--- src/rtl/mod_sub_pipe.sv ---
// mod_sub_pipe: registered modular subtractor, (iData0 - iData1) mod iQ.
// Two-stage valid/ready pipeline with backpressure, one result per cycle.
// Stage 1 registers the raw difference (with borrow) and the modulus.
// Stage 2 applies the single add-back of q and registers the result.
// Optional macro MOD_SUB_PIPE_RANGE_CHK_EN adds oErr, flagging operands
// that violate the operand < q, q >= 1 preconditions.
module mod_sub_pipe #(
  parameter int BITWIDTH = 8
) (
  input  logic                iClk,
  input  logic                iRstN,
  input  logic                iClr,
  input  logic                iValid,
  output logic                oReady,
  input  logic [BITWIDTH-1:0] iData0,
  input  logic [BITWIDTH-1:0] iData1,
  input  logic [BITWIDTH-1:0] iQ,
  output logic                oValid,
  input  logic                iReady,
`ifdef MOD_SUB_PIPE_RANGE_CHK_EN
  output logic                oErr,
`endif
  output logic [BITWIDTH-1:0] oData
);

  logic                s1_valid;
  logic                s2_valid;
  logic [BITWIDTH:0]   s1_diff;
  logic [BITWIDTH-1:0] s1_q;
  logic [BITWIDTH-1:0] s2_result;
  logic                s2_free;
  logic                s1_adv;
  logic                accept;

  // Handshake: stage 2 frees on drain, stage 1 moves when stage 2 is free.
  // oReady is combinational from iReady so a full pipe can still stream.
  assign s2_free = ~s2_valid | iReady;
  assign s1_adv  = s1_valid & s2_free;
  assign oReady  = iRstN & ~iClr & (~s1_valid | s2_free);
  assign accept  = iValid & oReady;
  assign oValid  = s2_valid;

  // Correction: a borrow means the raw difference wrapped, add q back once.
  always_comb begin
    s2_result = s1_diff[BITWIDTH-1:0];
    if (s1_diff[BITWIDTH]) begin
      s2_result = s1_diff[BITWIDTH-1:0] + s1_q;
    end
  end

  // Pipeline valid flags; clear wins over every handshake event.
  always_ff @(posedge iClk or negedge iRstN) begin
    if (!iRstN) begin
      s1_valid <= 1'b0;
      s2_valid <= 1'b0;
    end else if (iClr) begin
      s1_valid <= 1'b0;
      s2_valid <= 1'b0;
    end else begin
      if (accept) begin
        s1_valid <= 1'b1;
      end else if (s1_adv) begin
        s1_valid <= 1'b0;
      end
      if (s1_adv) begin
        s2_valid <= 1'b1;
      end else if (iReady) begin
        s2_valid <= 1'b0;
      end
    end
  end

  // Stage 1 data: difference with borrow bit plus the modulus sampled with it.
  always_ff @(posedge iClk or negedge iRstN) begin
    if (!iRstN) begin
      s1_diff <= '0;
      s1_q    <= '0;
    end else if (accept) begin
      s1_diff <= {1'b0, iData0} - {1'b0, iData1};
      s1_q    <= iQ;
    end
  end

  // Stage 2 data: oData only moves when stage 1 hands over a new value.
  always_ff @(posedge iClk or negedge iRstN) begin
    if (!iRstN) begin
      oData <= '0;
    end else if (!iClr && s1_adv) begin
      oData <= s2_result;
    end
  end

`ifdef MOD_SUB_PIPE_RANGE_CHK_EN
  logic s1_err;

  // Range flag travels alongside the data through both stages.
  always_ff @(posedge iClk or negedge iRstN) begin
    if (!iRstN) begin
      s1_err <= 1'b0;
      oErr   <= 1'b0;
    end else begin
      if (accept) begin
        s1_err <= (iData0 >= iQ) | (iData1 >= iQ) | (iQ == '0);
      end
      if (!iClr && s1_adv) begin
        oErr <= s1_err;
      end
    end
  end
`endif

endmodule

--- config.mk ---
export PLATFORM = sky130hd
export DESIGN_NAME = mod_sub_pipe
export DESIGN_NICKNAME = d
export VERILOG_FILES = /design/src/rtl/mod_sub_pipe.sv
export SDC_FILE = /design/constraint.sdc
export NUM_CORES = 1
export LEC_CHECK = 0
export CELL_PAD_IN_SITES_DETAIL_PLACEMENT = 0
export CELL_PAD_IN_SITES_GLOBAL_PLACEMENT = 1
export CORE_MARGIN = 3
export CORE_UTILIZATION = 37
export DETAILED_ROUTE_END_ITERATION = 16
export PLACE_DENSITY = 0.89
export SYNTH_ARGS = -nofsm -noshare
export SYNTH_HDL_FRONTEND = slang
export SYNTH_SLANG_ARGS = --single-unit
--- constraint.sdc ---
create_clock -name iClk -period 2.7 [get_ports iClk]
set_input_delay 0.405 -clock iClk [delete_from_list [all_inputs] [get_ports iClk]]
set_output_delay 0.405 -clock iClk [all_outputs]
set_load 0.005 [all_outputs]
# --- Yosys cells after proc, flatten, opt, wreduce, memory -nomap -nowiden ---
# Cells that the tools add are included.
word_totals:
  regBits: 27
  input_bits: 29
  wordCells: 27
classes:
  mux: 7
  add_sub_neg: 2
  reduce_logical: 4
  bitwise_logic: 9
ops:
  columns: ["cell", "count"]
  rows:
  - ["8-bit by 8-bit subtractor with 9-bit output", 1]
  - ["8-bit adder", 1]
  - ["8-bit two-way mux", 1]
  - ["1-bit two-way mux", 6]
  - ["3-bit nonzero test", 2]
  - ["1-bit AND", 4]
  - ["1-bit inverter", 3]
  - ["1-bit OR", 2]
  - ["1-bit logical AND", 1]
  - ["1-bit logical NOT", 1]

# --- Depth between registers and ports, before layout ---
logic_depth:
  ltp_word: 7
  ltp_mapped: 9
  mapped_depth_nobuf: 9

# --- Least setup slack after synthesis ---
# Ideal clock, no wire load.
synth_timing:
  path_type: "in2reg"
  startpoint: "input port iData0[0]"
  endpoint: "register s1_diff[8]"
  required_time_ps: 2579
  path_slack_ps: 719
  cell_stages: 9
  arrival_time_ps: 1860
  path_cell_list: "inv_1 -> ha_1 -> fa_1 -> nand2b_1 -> a21oi_1 -> o21ai_0 -> a21oi_1 -> o21ai_0 -> a22o_1"
synth_between:
  elab_chain_len: 1
synth_rtl:
  columns: ["element", "line", "source"]
  rows:
  - ["from (decl)", "15", "input logic [BITWIDTH-1:0] iData0,"]
  - ["8-bit by 8-bit subtractor with 9-bit output", "79", "s1_diff <= {1'b0, iData0} - {1'b0, iData1};"]
  - ["to (signal assigned)", "79", null]
  - ["to (decl)", "28", "logic [BITWIDTH:0] s1_diff;"]
# Every way passes these cells.
# A chain may end at the register's enable or synchronous reset.

# --- Final worst setup path ---
# Same ends and word-level chain as after synthesis.

==> flow_summary.json <==
{
  "grt_pass1_wl_um": 4910,
  "cts_hold_buf": 0,
  "status": "completed",
  "routed_wl_um": 2990,
  "nNetsFinal": 262,
  "tns_ns": 0,
  "grt_usage": 0.117,
  "synth_edf_count": 0,
  "ys_seq_elements": 27,
  "yosys-top-cells-count": "27 x dfrtp_1, 17 x a21oi_1, 16 x inv_1, 16 x o21ai_0",
  "ys.flop_type": "dfrtp_1",
  "finClkSkew_ns": 0.00331,
  "yosysSeqAreaShare": 0.402,
  "io_buffers": 38,
  "drv_cap": 0,
  "core-area_um2": 4170,
  "grt_pass1_vias": 1165,
  "vias": 1288,
  "tightestPinTransition_ns": 0.845,
  "cts.clk_slew.worst_paths_ns": 0.08,
  "synth_cells": 176,
  "dieArea_um2": 5380,
  "drtPass1Iterations": 4,
  "cts.sinks": 27,
  "postCtsSetupBuffers": 0,
  "syn-num-nets": 222,
  "h-tree-depth": 1,
  "synth.most_common_cell": "dfrtp_1",
  "relSlewSlack": 0.434,
  "multiInputGateArea_um2": 927,
  "place.gp.congestion": 0.830,
  "r2r-end": "oData[6]",
  "drc_errors": 0,
  "drive_above_1_share": 0.0791,
  "die_x_um": 73.4,
  "drtIter0Drc": 29,
  "endpoint_kind": "register",
  "cp_data_arrival_time_ns": 2.46,
  "critPathKind": "in2reg",
  "seq_area_um2": 676,
  "min_period_over_period": 0.850,
  "hp-class": "reg2reg",
  "grt_max_degree": 28,
  "synth_area_um2": 1680,
  "cts_tree": "done",
  "yosys.area.top_type": "dfrtp_1",
  "io_pins": 39,
  "synthTopCellsByArea": "dfrtp_1 40%, ha_1 11%, mux2_2 6.0%",
  "detailed_place_hpwl_um": 2420,
  "maxSlewViolCount": 0,
  "period_minus_slack_ns": 2.30,
  "cts_root_buf": "clkbuf_8",
  "fillers": 397,
  "syn-mean-instance-area_um2": 9.54,
  "r2r_start": "s1_diff[0]",
  "reg2reg_depth": 9,
  "clock_latency_ns": 0.27,
  "drtAntennaViolNets": 0,
  "wl_per_cell_um": 11.3,
  "initial_utilization": 0.402,
  "clock_path_buffers": 2,
  "hp-start": "s1_q[0]",
  "synth.distinct_cells": 32,
  "timing.fmax_mhz": 436,
  "crit_fanout": 2,
  "ys.warnings.count": 0,
  "antenna_found_initial": 0,
  "setup_viol": 0,
  "r2r_slack_ns": 0.58,
  "ir_drop_v": 0.000213,
  "rows": 23,
  "die_h_um": 73.4,
  "leakage_nw": 0.973,
  "yosysTopAreaCellShare": 0.402,
  "p_per_area_nw_per_um2": 617,
  "startpoint_type": "input port",
  "worstPathRequired_ns": 2.86,
  "rsz0062_at_grt": "no",
  "cts_inserted_buffers": 3,
  "area_delta_synth_final_pct": 28.5,
  "min_to": "s1_q[0]",
  "grt_overflow_total": 0,
  "finalHoldViolations": 0,
  "min_path_cells": 1,
  "hold_ws_ns": 0.515,
  "synthArstFlopShare": 1.00,
  "diodes": 0,
  "cts_resized": 0,
  "avgViaCountPerCell": 4.86
}
-- flip-flops by register name, summed over array words and instances (netlist names) --
register,count
s1_q,8
oValid,1
s1_diff,9
oData,8
s1_valid,1
-- critical path, stage by stage --
cell and delay, ns:
clkdlybuf4s50_1 0.45, inv_1 0.04, ha_1 0.21, fa_1 0.40, nand2b_1 0.18, a21oi_1 0.17, o21ai_0 0.12, a21oi_1 0.18
o21ai_0 0.10, a22o_1 0.20
-- layout make-up --
type,instances,share of cell area
Inverter,16,0.0278
Timing Repair Buffer,39,0.180
Clock buffer,4,0.0209
Tap cell,50,0.0290
Multi-Input combinational cell,129,0.430
Sequential cell,27,0.313
-- layer usage --
metal / wire length [um] / track usage / vias up / share of wire
met1: 1380 / 0.147 / 569 / 0.46
li1: - / - / 683 / -
met5: 0 / 0 / - / 0
met4: 68 / 0.0604 / 0 / 0.023
met3: 140 / 0.00958 / 5 / 0.047
met2: 1410 / 0.202 / 31 / 0.47
-- report_power, final --
part	leakage [nW]	internal, mW	switching, mW	total, mW
clock network	0.0228	0.106	0.117	0.222
logic	0.627	0.309	0.232	0.541
registers	0.324	0.500	0.0695	0.569
-- through the flow --
| step | total power [mW] | std cells | cell area [um2] | util | worst slack (ns) |
|---|---|---|---|---|---|
| after floorplan | 0.913 | 176 | 1680 | - | 0.719 |
| after global placement | 1.11 | 261 | 2110 | 0.506 | 0.143 |
| after detailed placement | 1.13 | 261 | 2110 | 0.506 | 0.0882 |
| after CTS | 1.35 | 265 | 2160 | 0.517 | 0.384 |
| after global routing | 1.45 | 265 | 2160 | 0.517 | 0.227 |
| final | 1.33 | 265 | 2160 | 0.517 | 0.404 |
-- cell families after synthesis --
logic type	Yosys count	share of synthesized area
buffers and inverters	20	0.0455
DFF	27	0.402
adders and majority gates	17	0.136
xor gates and xnor gates	8	0.0417
muxes	13	0.0842
AOI/OAI and AO/OA	45	0.154
and+or+nand+nor	46	0.137
-- cell usage in the layout, fill, tap and decap left out --
master / n
clkdlybuf4s50_1: 38
dfrtp_1: 27
a21oi_1: 17
inv_1: 16
o21ai_0: 16
nand2_1: 15
ha_1: 15
nor2_1: 13
mux2_2: 9
xor2_1: 5
nor2b_1: 4
mux2i_1: 4
nand3_1: 3
xnor2_1: 3
a211oi_1: 3
clkbuf_8: 3
nand2b_1: 2
o21a_1: 2
or3_1: 2
nand3b_1: 2
o31ai_1: 2
fa_1: 2
a21oi_2: 1
nand2_2: 1
nor3b_2: 1
nor2b_4: 1
o31a_1: 1
a31oi_1: 1
a22o_1: 1
o211ai_1: 1
nor4_1: 1
and3_1: 1
clkbuf_1: 1
buf_4: 1
-- how the worst max path moves through the flow --
stage / start / end / slack, ns / cells past startpoint
finish: iData0[0] / s1_diff[8] / 0.40 / 10
floorplan: iData0[0] / s1_diff[8] / 0.72 / 9
detailed placement: iData0[0] / s1_diff[8] / 0.09 / 10
global placement: iData0[0] / s1_diff[8] / 0.14 / 10
global route: iData0[0] / s1_diff[8] / 0.23 / 10
CTS: iData0[0] / s1_diff[8] / 0.38 / 10
Note: power is estimated with default switching activity, not from simulation.
